==> config.mk <==
export PLATFORM = sky130hd
export DESIGN_NAME = pipe_run_ctrl
export DESIGN_NICKNAME = d
export VERILOG_FILES = /design/src/rtl/pipe_run_ctrl.sv
export SDC_FILE = /design/constraint.sdc
export NUM_CORES = 1
export LEC_CHECK = 0
export CORE_ASPECT_RATIO = 0.6
export CORE_MARGIN = 4
export CORE_UTILIZATION = 30
export DETAILED_ROUTE_END_ITERATION = 10
export PLACE_DENSITY = 0.5
export SYNTH_ARGS = -nofsm -noshare
export SYNTH_HDL_FRONTEND = slang
export SYNTH_SLANG_ARGS = --single-unit
==> constraint.sdc <==
create_clock -name Clk -period 2 [get_ports Clk]
set_input_delay 0.4 -clock Clk [delete_from_list [all_inputs] [get_ports Clk]]
set_output_delay 0.4 -clock Clk [all_outputs]
set_load 0.005 [all_outputs]
==> src/rtl/pipe_run_ctrl.sv <==
// Run/halt/step sequencer for the 3-stage pipelined CPU: host command intake,
// instruction memory loading, fetch gating, halt drain and retired-write counting.
module pipe_run_ctrl #(
   parameter int ADDR_W       = 5,
   parameter int DRAIN_CYCLES = 2,
   parameter int CNT_W        = 16
) (
   input  logic              Clk,
   input  logic              Reset,
   input  logic              cmd_valid,
   output logic              cmd_ready,
   input  logic [1:0]        cmd_op,
   input  logic [7:0]        cmd_data,
   output logic              cmd_err,
   output logic              imem_we,
   output logic [ADDR_W-1:0] imem_addr,
   output logic [7:0]        imem_wdata,
   output logic              pc_en,
   output logic              fetch_valid,
   output logic              pc_clear,
   output logic              pipe_flush,
   input  logic              wb_reg_write,
   output logic [CNT_W-1:0]  retire_cnt,
   output logic [2:0]        state
);

   // Handshake: a command is taken on a rising edge where cmd_valid and cmd_ready
   // are both high; its effect shows on the outputs in the following cycle.

   localparam int DW = (DRAIN_CYCLES > 1) ? $clog2(DRAIN_CYCLES) : 1;
   localparam logic [DW-1:0] DRAIN_LAST = DW'(DRAIN_CYCLES - 1);

   localparam logic [1:0] OP_LOAD = 2'b00;
   localparam logic [1:0] OP_RUN  = 2'b01;
   localparam logic [1:0] OP_STEP = 2'b10;
   localparam logic [1:0] OP_HALT = 2'b11;

   typedef enum logic [2:0] {
      S_IDLE   = 3'd0,
      S_RUN    = 3'd1,
      S_STEP   = 3'd2,
      S_DRAIN  = 3'd3,
      S_HALTED = 3'd4
   } state_t;

   state_t             r_state;
   logic               r_cmd_ready;
   logic               r_cmd_err;
   logic               r_imem_we;
   logic [ADDR_W-1:0]  r_imem_addr;
   logic [7:0]         r_imem_wdata;
   logic               r_pc_en;
   logic               r_fetch_valid;
   logic               r_pc_clear;
   logic               r_pipe_flush;
   logic [CNT_W-1:0]   r_retire_cnt;
   logic [ADDR_W-1:0]  r_load_ptr;
   logic               r_dirty;
   logic [DW-1:0]      r_drain_cnt;

   logic w_accept;
   logic w_parked;
   logic w_retire_clr;

   assign w_accept     = cmd_valid & r_cmd_ready;
   assign w_parked     = (r_state == S_IDLE) || (r_state == S_HALTED);
   // The first LOAD of a fresh program restarts the retire count.
   assign w_retire_clr = w_accept & w_parked & (cmd_op == OP_LOAD) & ~r_dirty;

   always_ff @(posedge Clk or posedge Reset) begin
      if (Reset) begin
         r_state       <= S_IDLE;
         r_cmd_ready   <= 1'b1;
         r_cmd_err     <= 1'b0;
         r_imem_we     <= 1'b0;
         r_imem_addr   <= '0;
         r_imem_wdata  <= '0;
         r_pc_en       <= 1'b0;
         r_fetch_valid <= 1'b0;
         r_pc_clear    <= 1'b0;
         r_pipe_flush  <= 1'b0;
         r_load_ptr    <= '0;
         r_dirty       <= 1'b0;
         r_drain_cnt   <= '0;
      end else begin
         r_imem_we    <= 1'b0;
         r_cmd_err    <= 1'b0;
         r_pc_clear   <= 1'b0;
         r_pipe_flush <= 1'b0;
         case (r_state)
            S_IDLE, S_HALTED: begin
               if (w_accept) begin
                  case (cmd_op)
                     OP_LOAD: begin
                        r_imem_we    <= 1'b1;
                        r_imem_addr  <= r_load_ptr;
                        r_imem_wdata <= cmd_data;
                        r_load_ptr   <= r_load_ptr + 1'b1;
                        r_dirty      <= 1'b1;
                     end
                     OP_RUN, OP_STEP: begin
                        r_state <= (cmd_op == OP_RUN) ? S_RUN : S_STEP;
                        if (cmd_op == OP_STEP) r_cmd_ready <= 1'b0;
                        // A freshly loaded program starts from PC 0 with an empty pipe.
                        if (r_dirty) begin
                           r_pc_clear    <= 1'b1;
                           r_pipe_flush  <= 1'b1;
                           r_pc_en       <= 1'b0;
                           r_fetch_valid <= 1'b0;
                           r_dirty       <= 1'b0;
                           r_load_ptr    <= '0;
                        end else begin
                           r_pc_en       <= 1'b1;
                           r_fetch_valid <= 1'b1;
                        end
                     end
                     default: ;
                  endcase
               end
            end
            S_RUN: begin
               r_pc_en       <= 1'b1;
               r_fetch_valid <= 1'b1;
               if (w_accept) begin
                  if (cmd_op == OP_HALT) begin
                     r_state       <= S_DRAIN;
                     r_pc_en       <= 1'b0;
                     r_fetch_valid <= 1'b0;
                     r_cmd_ready   <= 1'b0;
                     r_drain_cnt   <= DRAIN_LAST;
                  end else begin
                     r_cmd_err <= 1'b1;
                  end
               end
            end
            S_STEP: begin
               // After a flush cycle the single fetch still has to happen.
               if (r_pc_clear) begin
                  r_pc_en       <= 1'b1;
                  r_fetch_valid <= 1'b1;
               end else begin
                  r_state       <= S_DRAIN;
                  r_pc_en       <= 1'b0;
                  r_fetch_valid <= 1'b0;
                  r_drain_cnt   <= DRAIN_LAST;
               end
            end
            S_DRAIN: begin
               r_pc_en       <= 1'b0;
               r_fetch_valid <= 1'b0;
               if (r_drain_cnt == '0) begin
                  r_state     <= S_HALTED;
                  r_cmd_ready <= 1'b1;
               end else begin
                  r_drain_cnt <= r_drain_cnt - 1'b1;
               end
            end
            default: begin
               r_state       <= S_IDLE;
               r_cmd_ready   <= 1'b1;
               r_pc_en       <= 1'b0;
               r_fetch_valid <= 1'b0;
            end
         endcase
      end
   end

   always_ff @(posedge Clk or posedge Reset) begin
      if (Reset) begin
         r_retire_cnt <= '0;
      end else if (w_retire_clr) begin
         r_retire_cnt <= '0;
      end else if (wb_reg_write && (r_retire_cnt != {CNT_W{1'b1}})) begin
         r_retire_cnt <= r_retire_cnt + 1'b1;
      end
   end

   assign cmd_ready   = r_cmd_ready;
   assign cmd_err     = r_cmd_err;
   assign imem_we     = r_imem_we;
   assign imem_addr   = r_imem_addr;
   assign imem_wdata  = r_imem_wdata;
   assign pc_en       = r_pc_en;
   assign fetch_valid = r_fetch_valid;
   assign pc_clear    = r_pc_clear;
   assign pipe_flush  = r_pipe_flush;
   assign retire_cnt  = r_retire_cnt;
   assign state       = r_state;

endmodule

== Yosys cells after proc, flatten, opt, wreduce, memory -nomap -nowiden ==
Index checks and enable logic that the tools add are counted.

* Add/sub/neg operators: 3
* $mul: 0
* Divide/modulo/power cells: 0
* $lt $le $gt $ge: 0
* Eq/ne operators: 16
* Shift operators: 0
* Mux-type cells: 41
* Bitwise operators: 6
* Reductions and logical operators: 16

{| class="wikitable"
|+ Operators with widths
! kind !! number
|-
| $mux 16 || 2
|-
| $mux 1 || 25
|-
| $mux 3 || 6
|-
| $add 16x1->16 const B || 1
|-
| $ne 16x16->1 const B || 1
|-
| $ne 2x2->1 const B || 7
|-
| $pmux 3 s4 || 1
|-
| $pmux 5 s2 || 1
|-
| $reduce_and 4->1 || 2
|-
| $reduce_and 7->1 || 1
|-
| $eq 3x2->1 const B || 2
|-
| $pmux 1 s3 || 2
|-
| $reduce_and 3->1 || 2
|-
| $reduce_and 6->1 || 1
|-
| $add 5x1->5 const B || 1
|-
| $mux 5 || 1
|-
| $and 1x1->1 || 4
|-
| $eq 2x2->1 const B || 2
|-
| $pmux 1 s4 || 1
|-
| $reduce_bool 2->1 || 2
|-
| $reduce_or 2->1 || 2
|-
| $eq 3x1->1 const B || 1
|-
| $eq 3x3->1 const B || 1
|-
| $logic_not 3->1 || 1
|-
| other kinds (11) || 12
|}

* Register bits after elaboration: 44
* Bits in latches: 0
* Memory bits (writable): 0
* Bits in read-only memories: 0
* Memories kept: 0

== Logic depth before layout (Yosys ltp) ==
Gate-level depths: netlist of the first run.

* Word-level depth: 6
* Depth in mapped cells: 7
* Depth with buffers taken out: 7

== Worst setup path after synthesis of the first run ==
Ideal clock, no wire load.

* Kind: input -> register
* Start: input cmd_op[0]
* End: register r_load_ptr[4]
* Setup time: 118 ps
* Arrival time: 1,582 ps
* Data required time: 1,882 ps
* Slack: 299 ps
* Cell stages on the path: 6
* Path through: inv_1 -> ha_1 -> nor3b_1 -> nand4_1 -> xor2_1 -> nor2_1

* Word-level cells in the longest chain between the ends: 4
* Elaborated cells on any way between the ends: 8

{| class="wikitable"
|+ RTL lines
! item !! RTL line !! text
|-
| start: declaration || 12 || <nowiki>input logic [1:0] cmd_op,</nowiki>
|-
| $eq 2x1->1 or $eq 2x2->1 (tied branches) || 93 || <nowiki>case (cmd_op)</nowiki>
|-
| $reduce_or 2->1 || 93 ||
|-
| $ne 2x2->1 (no source line) or $reduce_bool 2->1 (tied branches) || n/a ||
|-
| $reduce_and 4->1 (no source line) || n/a ||
|-
| end signal: assignment || 98 || <nowiki>r_load_ptr <= r_load_ptr + 1'b1;</nowiki>
|-
| end: declaration || 57 || <nowiki>logic [ADDR_W-1:0] r_load_ptr;</nowiki>
|}

Parallel ways exist; a longest one is shown, timed or not.
A chain may end at the register's enable or synchronous reset.

== Final worst setup path of the first run ==
* Start: input cmd_op[0]
* End: register r_state[0], in the netlist state[0]

* Word-level cells in the longest chain between the ends: 5
* Elaborated cells on any way between the ends: 11

{| class="wikitable"
|+ RTL lines
! item !! RTL line !! text
|-
| $eq 2x1->1 || 93, 102 ||
|-
| $mux 2 || 102 || <nowiki>r_state <= (cmd_op == OP_RUN) ? S_RUN : S_STEP;</nowiki>
|-
| $mux 3 || 93 ||
|-
| $mux 3 || 92 || <nowiki>if (w_accept) begin</nowiki>
|-
| $pmux 3 s4 || 90 || <nowiki>case (r_state)</nowiki>
|-
| end signal: assignment || 102 ||
|-
| end: declaration || 46 || <nowiki>state_t r_state;</nowiki>
|}

Parallel ways exist; a longest one is shown, timed or not. The select of a mux whose other input is x is not followed.

==> flow_metrics.tcl, run 1 <==
set metrics [dict create \
    outcome "finished clean" \
    synth_top_area_share_pct 49.17 \
    required_ns 2.18 \
    synth_nets 230 \
    final-hold-violation-count 0 \
    pin_count 53 \
    via_per_inst 4.732 \
    finalNetCount 313 \
    areaGrowthSynthToFinish_pct 45.51 \
    startpoint_type "primary input" \
    grt_pass1_wl_um 9335 \
    start_util_pct 31.82 \
    drive_above_1_share_pct 21.43 \
    synth_ff_type "dfrtp_1" \
    synthArstFlopShare_pct 100.0 \
    synth-seq-cells 44 \
    seq_area_frac_synth_pct 50.37 \
    grt-ovfl-total 0 \
    antennaDiodeCount 0 \
    drt-total-wl_um 5520 \
    drt_pass1_iterations 4 \
    path_class "in2reg" \
    antenna_left 0 \
    hp-class "in2async" \
    ir_worst_vdd_v 0.0005616 \
    drt_first_iter_violations 51 \
    grtUsageTotal_pct 13.69 \
    grt_pass1_vias 1764 \
    setup_slack_ns 0.1382 \
    syn_inst 210 \
    die_area_um2 8770 \
    rsz0062_at_grt "no" \
    vias 1803 \
    cts_sinks 44 \
    max_stage_delay_ns 0.51 \
    detailedPlace.worstSlack_ns -0.1404 \
    cts_tree "built" \
    holdWs_ns 0.4594 \
    dp_hpwl_um 4137 \
    cts.clk_slew.worst_paths_ns 0.06 \
    grt_start_max_net_pins 45 \
    relSlewSlack_pct 72.24 \
    synthTopCellsByArea "dfrtp_1 49%, mux2_2 6.7%, nor2_1 4.8%" \
    place.gp.congestion 0.8718 \
    clk_path_buf_depth 2 \
    wl_per_cell_um 14.49 \
    fin_skew_ns 0.004214 \
    tns_ns 0 \
    yosysUniqueCellTypes 46 \
    slew_viol_final 0 \
    drc 0 \
    cp.arrival_ns 2.04 \
    core.rowCount 23 \
    path_max_fanout 4 \
    leakage_nw 1.413 \
    worstSetupEndpointType "register" \
    synth-edff-count 0 \
    tightest_slew_ns 0.4132 \
    synth_area_um2 2188 \
    slowest_stage "clkdlybuf4s50_1" \
    post-cts-setup-buffer-count 0 \
    cts_root_buf "clkbuf_16" \
    die_w_um 118.3 \
    p_per_area_nw_per_um2 1188 \
    antenna_found_initial 0 \
    setup_violations 0 \
    max_clock_freq_mhz 537.1 \
    drv_cap 0 \
    netlist.top_cell.by_area "dfrtp_1" \
    cts_max_level 2 \
    coreArea_um2 6878 \
    die_h_um 74.16 \
    avgSynthCellArea_um2 10.42 \
    rrSetupSlack_ns 0.15 \
    cp_cell_sequence "clkdlybuf4s50_1 > inv_1 > ha_1 > nand3_1 > nand2_1 > buf_4 > o211ai_1 > a21oi_1 > o22a_1" \
    min_period_ns 1.862 \
    insertion_delay_ns 0.29 \
    io_buffer_count 52 \
    ys_warn_count 0 \
    finalPower_w 0.003781 \
    period_share_pct 93.09 \
    cts_made_buffers 5 \
]
## area by class of cell
| type | instances | area, µm² |
|---|---|---|
| clock buffers | 8 | 156.4 |
| flip-flops and latches | 44 | 1104 |
| fillers | 646 | 3694 |
| well taps | 87 | 108.9 |
| multi-input cells | 149 | 1012 |
| repair buffers | 83 | 765.7 |
| inverters | 10 | 37.54 |
## registers in the layout, summed over array words and instances (netlist names), 3 cells and up
| name | cells |
|---|---|
| imem_addr | 5 |
| imem_wdata | 8 |
| state | 3 |
| retire_cnt | 16 |
| r_load_ptr | 5 |
## critical path: cells and delay by family
family / cells / cell delay (ns)
simple gates: 2 / 0.18
compound gates: 3 / 0.39
buf+inv: 3 / 0.74
fa+ha+maj: 1 / 0.33
## synthesized netlist by cell type, types with 2 or more instances
cell and count:
nor3_1 10, mux2i_1 4, nand4_1 4, and4_1 2
a31oi_1 2, a31o_2 2, xnor2_1 10, clkbuf_1 3
a311oi_1 2, dfrtp_1 43, a21oi_1 6, nand3_1 8
nor3b_1 2, nor2_1 28, buf_4 2, xor2_1 4
o22ai_1 2, inv_1 10, nor2_2 2, mux2_2 13
nand2_1 14, o21ai_0 8, ha_1 6
## stage by stage
step                std cells  cell area [µm²]  utilization, %
finish                    381             3184           46.30
global route              381             3184           46.30
CTS                       381             3177           46.19
detailed placement        373             3020           43.91
global placement          373             3020           43.91
floorplan                 210             2188               -
## cells in the final DEF (no fill, tap or decap), types with 2 or more instances in the layout
master,n
xor2_1,4
a21oi_1,6
and4_1,2
dfrtp_1,42
nand3_1,8
xnor2_1,10
a31o_2,2
ha_1,6
buf_4,30
clkbuf_8,2
nor2_1,28
inv_1,9
nand2_1,14
clkdlybuf4s50_1,52
a31oi_1,2
nor3_1,10
o21ai_0,8
mux2_2,13
clkbuf_16,5
nor2_2,2
nor3b_1,2
mux2i_1,4
nand4_1,4
o22ai_1,2
## worst paths after layout
kind	from	to	cells after the start
max	cmd_op[0]	state[0]$_DFFE_PP0P_	9
min	Reset	imem_wdata[3]$_DFFE_PP0P_	3
max reg2reg	retire_cnt[11]$_DFFE_PP0P_	retire_cnt[1]$_DFFE_PP0P_	5
min reg2reg	imem_wdata[6]$_DFFE_PP0P_	imem_wdata[6]$_DFFE_PP0P_	1
max in group asynchronous	Reset	cmd_ready$_DFFE_PP1P_	3
min in group Clk	imem_wdata[6]$_DFFE_PP0P_	imem_wdata[6]$_DFFE_PP0P_	1
## per-layer routing
metal  global-route usage (%)  vias up  share of wire (%)
met5                        0        -                  0
met4                    5.844        0                1.6
met3                    4.407        8                6.8
met2                    17.58       58                 37
met1                    20.62      831                 54
li1                         -      906                  -
## report_power, final
group	switching, W	leakage (nW)	internal (W)
registers	0.000258	0.571	0.00115
logic	0.000609	0.764	0.000898
clock network	0.000330	0.0772	0.000532
total	0.00120	1.41	0.00258
## cell families after synthesis
group | Yosys count | share of synthesized area [%]
compound gates | 32 | 10.35
xor+xnor | 14 | 5.603
fa+ha+maj | 6 | 3.430
buf+inv | 17 | 3.659
flops | 44 | 50.37
mux | 17 | 8.519
simple gates | 80 | 18.07
## repair_timing
action	4_1_cts	5_1_grt
resized for setup	0	2
setup endpoints to repair	0	2
hold buffers	0	0
(Power assumes the default switching activity.)
==> run 2, diff against run 1 <==
--- a/config.mk
+++ b/config.mk
@@ -5,9 +5,11 @@
 export SDC_FILE = /design/constraint.sdc
 export NUM_CORES = 1
 export LEC_CHECK = 0
+export CAP_MARGIN = 20
 export CORE_ASPECT_RATIO = 0.6
 export CORE_MARGIN = 4
 export CORE_UTILIZATION = 30
+export CTS_CLUSTER_SIZE = 16
 export DETAILED_ROUTE_END_ITERATION = 10
 export PLACE_DENSITY = 0.5
 export SYNTH_ARGS = -nofsm -noshare
==> results of run 2 <==
Final layout, timing and power as in run 1 (identical DEF).
==> run 3, diff against run 2 <==
--- a/config.mk
+++ b/config.mk
@@ -6,7 +6,6 @@
 export NUM_CORES = 1
 export LEC_CHECK = 0
 export CAP_MARGIN = 20
-export CORE_ASPECT_RATIO = 0.6
 export CORE_MARGIN = 4
 export CORE_UTILIZATION = 30
 export CTS_CLUSTER_SIZE = 16
==> run 3 against run 2 <==
Net effect: first-iteration DRC count down 33%; non-clock buffer count unchanged; maximum frequency up 2.0%; clock skew up 0.0045 ns; global-route usage down 1.4 points; hold slack worse by 0.020 ns; sequential power about the same; sequential cell count unchanged; largest power group unchanged.
==> flow_metrics.tcl, run 3 (synthesis results as in run 1) <==
set metrics [dict create \
    outcome "finished clean" \
    cts.clk_slew.worst_paths_ns 0.09 \
    m1WireLength_um 2240 \
    comb_power_share_pct 41.1 \
    drt_first_iter_violations 34 \
    period_share_pct 91.30 \
    antennaDiodeCount 0 \
    slew_viol_final 0 \
    antenna_left 0 \
    post-cts-setup-buffer-count 0 \
    path_max_fanout 8 \
    finalNetCount 313 \
    place.gp.congestion 0.8358 \
    drive_above_1_share_pct 21.43 \
    start_util_pct 31.51 \
    required_ns 2.19 \
    wl_met3_um 213 \
    stdcell_count 390 \
    fin_skew_ns 0.008712 \
    power.share.clock_pct 18.8 \
    drt-total-wl_um 4957 \
    tightest_slew_ns 0.3796 \
    p_per_area_nw_per_um2 1122 \
    pin_count 53 \
    vias 1780 \
    cts_root_buf "clkbuf_8" \
    drt_pass1_iterations 4 \
    mostFrequentLayoutCells "52 x clkdlybuf4s50_1, 41 x dfrtp_1, 29 x buf_4, 28 x nor2_1, 14 x nand2_1" \
    pwr-share-seq_pct 40.1 \
    worstSetupEndpointType "register" \
    grt_pass1_wl_um 8694 \
    grt_pass1_vias 1879 \
    drv_cap 0 \
    grtUsageTotal_pct 12.30 \
    ir_worst_vdd_v 0.0006014 \
    relSlewSlack_pct 74.50 \
    swShare_pct 31.93 \
    finalPower_w 0.003538 \
    grt_start_max_net_pins 45 \
    largest_register_ffs 16 \
    rsz0062_at_grt "no" \
    clk_path_buf_depth 2 \
    p_switching_w 0.001130 \
    placedCellCount 382 \
    hp-class "in2async" \
    cts_sinks 44 \
    die_w_um 93.41 \
    max_clock_freq_mhz 547.6 \
    leakage_nw 1.395 \
    cts_tree "built" \
    die_area_um2 8724 \
    top_layer "met4" \
    drc 0 \
    min_period_ns 1.826 \
    antenna_found_initial 0 \
    cts_made_buffers 5 \
    core.rowCount 30 \
    path_class "reg2reg" \
    holdWs_ns 0.4398 \
    intPower_w 0.002408 \
    die_h_um 93.41 \
    utilization_pct 45.42 \
    via_per_inst 4.564 \
    io_buffer_count 52 \
    coreArea_um2 6944 \
    dr_wl_met2_um 2450 \
    cp.arrival_ns 2.01 \
    setup_violations 0 \
    cts_max_level 2 \
    insertion_delay_ns 0.29 \
    areaGrowthSynthToFinish_pct 44.14 \
    grt-ovfl-total 0 \
    final-hold-violation-count 0 \
    startpoint_type "register" \
    wl_per_cell_um 12.71 \
    layout_commonest_cell "clkdlybuf4s50_1" \
    dp_hpwl_um 3725 \
]
run 3: cell types whose count changed in the layout (fill, tap and decap cells not counted), sizes merged:
cell and change:
clkinv +1, bufinv +1, clkbuf -2
run 3: final cells by class:
type | instances | area, µm²
fill | 682 | 3790
timing repair buffer | 83 | 778.2
inverter | 10 | 37.54
tap | 96 | 120.1
clock inverter | 2 | 35.03
clock buffer | 6 | 72.57
sequential | 44 | 1105
multi-input combinational | 149 | 1006
run 3: worst paths after layout:
kind	from	endpoint	slack, ns	cells after the start
min in group Clk	imem_wdata[2]$_DFFE_PP0P_	imem_wdata[2]$_DFFE_PP0P_	0.50	1
hold / removal	Reset	imem_wdata[6]$_DFFE_PP0P_	0.44	3
hold reg to reg	imem_wdata[2]$_DFFE_PP0P_	imem_wdata[2]$_DFFE_PP0P_	0.50	1
setup reg to reg	retire_cnt[10]$_DFFE_PP0P_	retire_cnt[1]$_DFFE_PP0P_	0.17	5
max in group asynchronous	Reset	cmd_ready$_DFFE_PP1P_	1.29	3
setup / recovery	retire_cnt[10]$_DFFE_PP0P_	retire_cnt[1]$_DFFE_PP0P_	0.17	5
run 3: power by group through the flow:
stage          Clock [W]  Combinational, W  Sequential [W]
6_report        0.000666           0.00145         0.00142
5_1_grt         0.000734           0.00162         0.00147
4_1_cts         0.000694           0.00148         0.00142
3_5_place_dp           0           0.00147         0.00143
3_3_place_gp           0           0.00147         0.00143
2_1_floorplan          0          0.000691         0.00140
run 3: per-stage QoR:
stage               setup TNS (ns)  worst slack [ns]  instance area [µm²]
global route                     0           0.01585                 3154
CTS                              0           0.03702                 3152
finish                           0            0.1740                 3154
floorplan                        0            0.2992                 2188
global placement           -0.3192          -0.09965                 3044
detailed placement         -0.6256           -0.1448                 3044
run 3: what timing repair did:
action                                  CTS  global route
endpoints found under the setup margin    0             2
hold buffers                              0             0
hold endpoints to repair                  0             0
resized for setup                         0             2
run 3: critical path: stages (launching register included):
cell and delay [ns]:
dfrtp_1 0.43, nand4_2 0.14, or4_1 0.67, o21ai_4 0.23, mux2i_1 0.20, nor2_1 0.05
run 3: metal layers:
metal	track usage [%]	up-vias
met4	2.930	0
met5	0	-
met3	3.057	5
met1	15.34	846
met2	21.26	34
li1	-	895
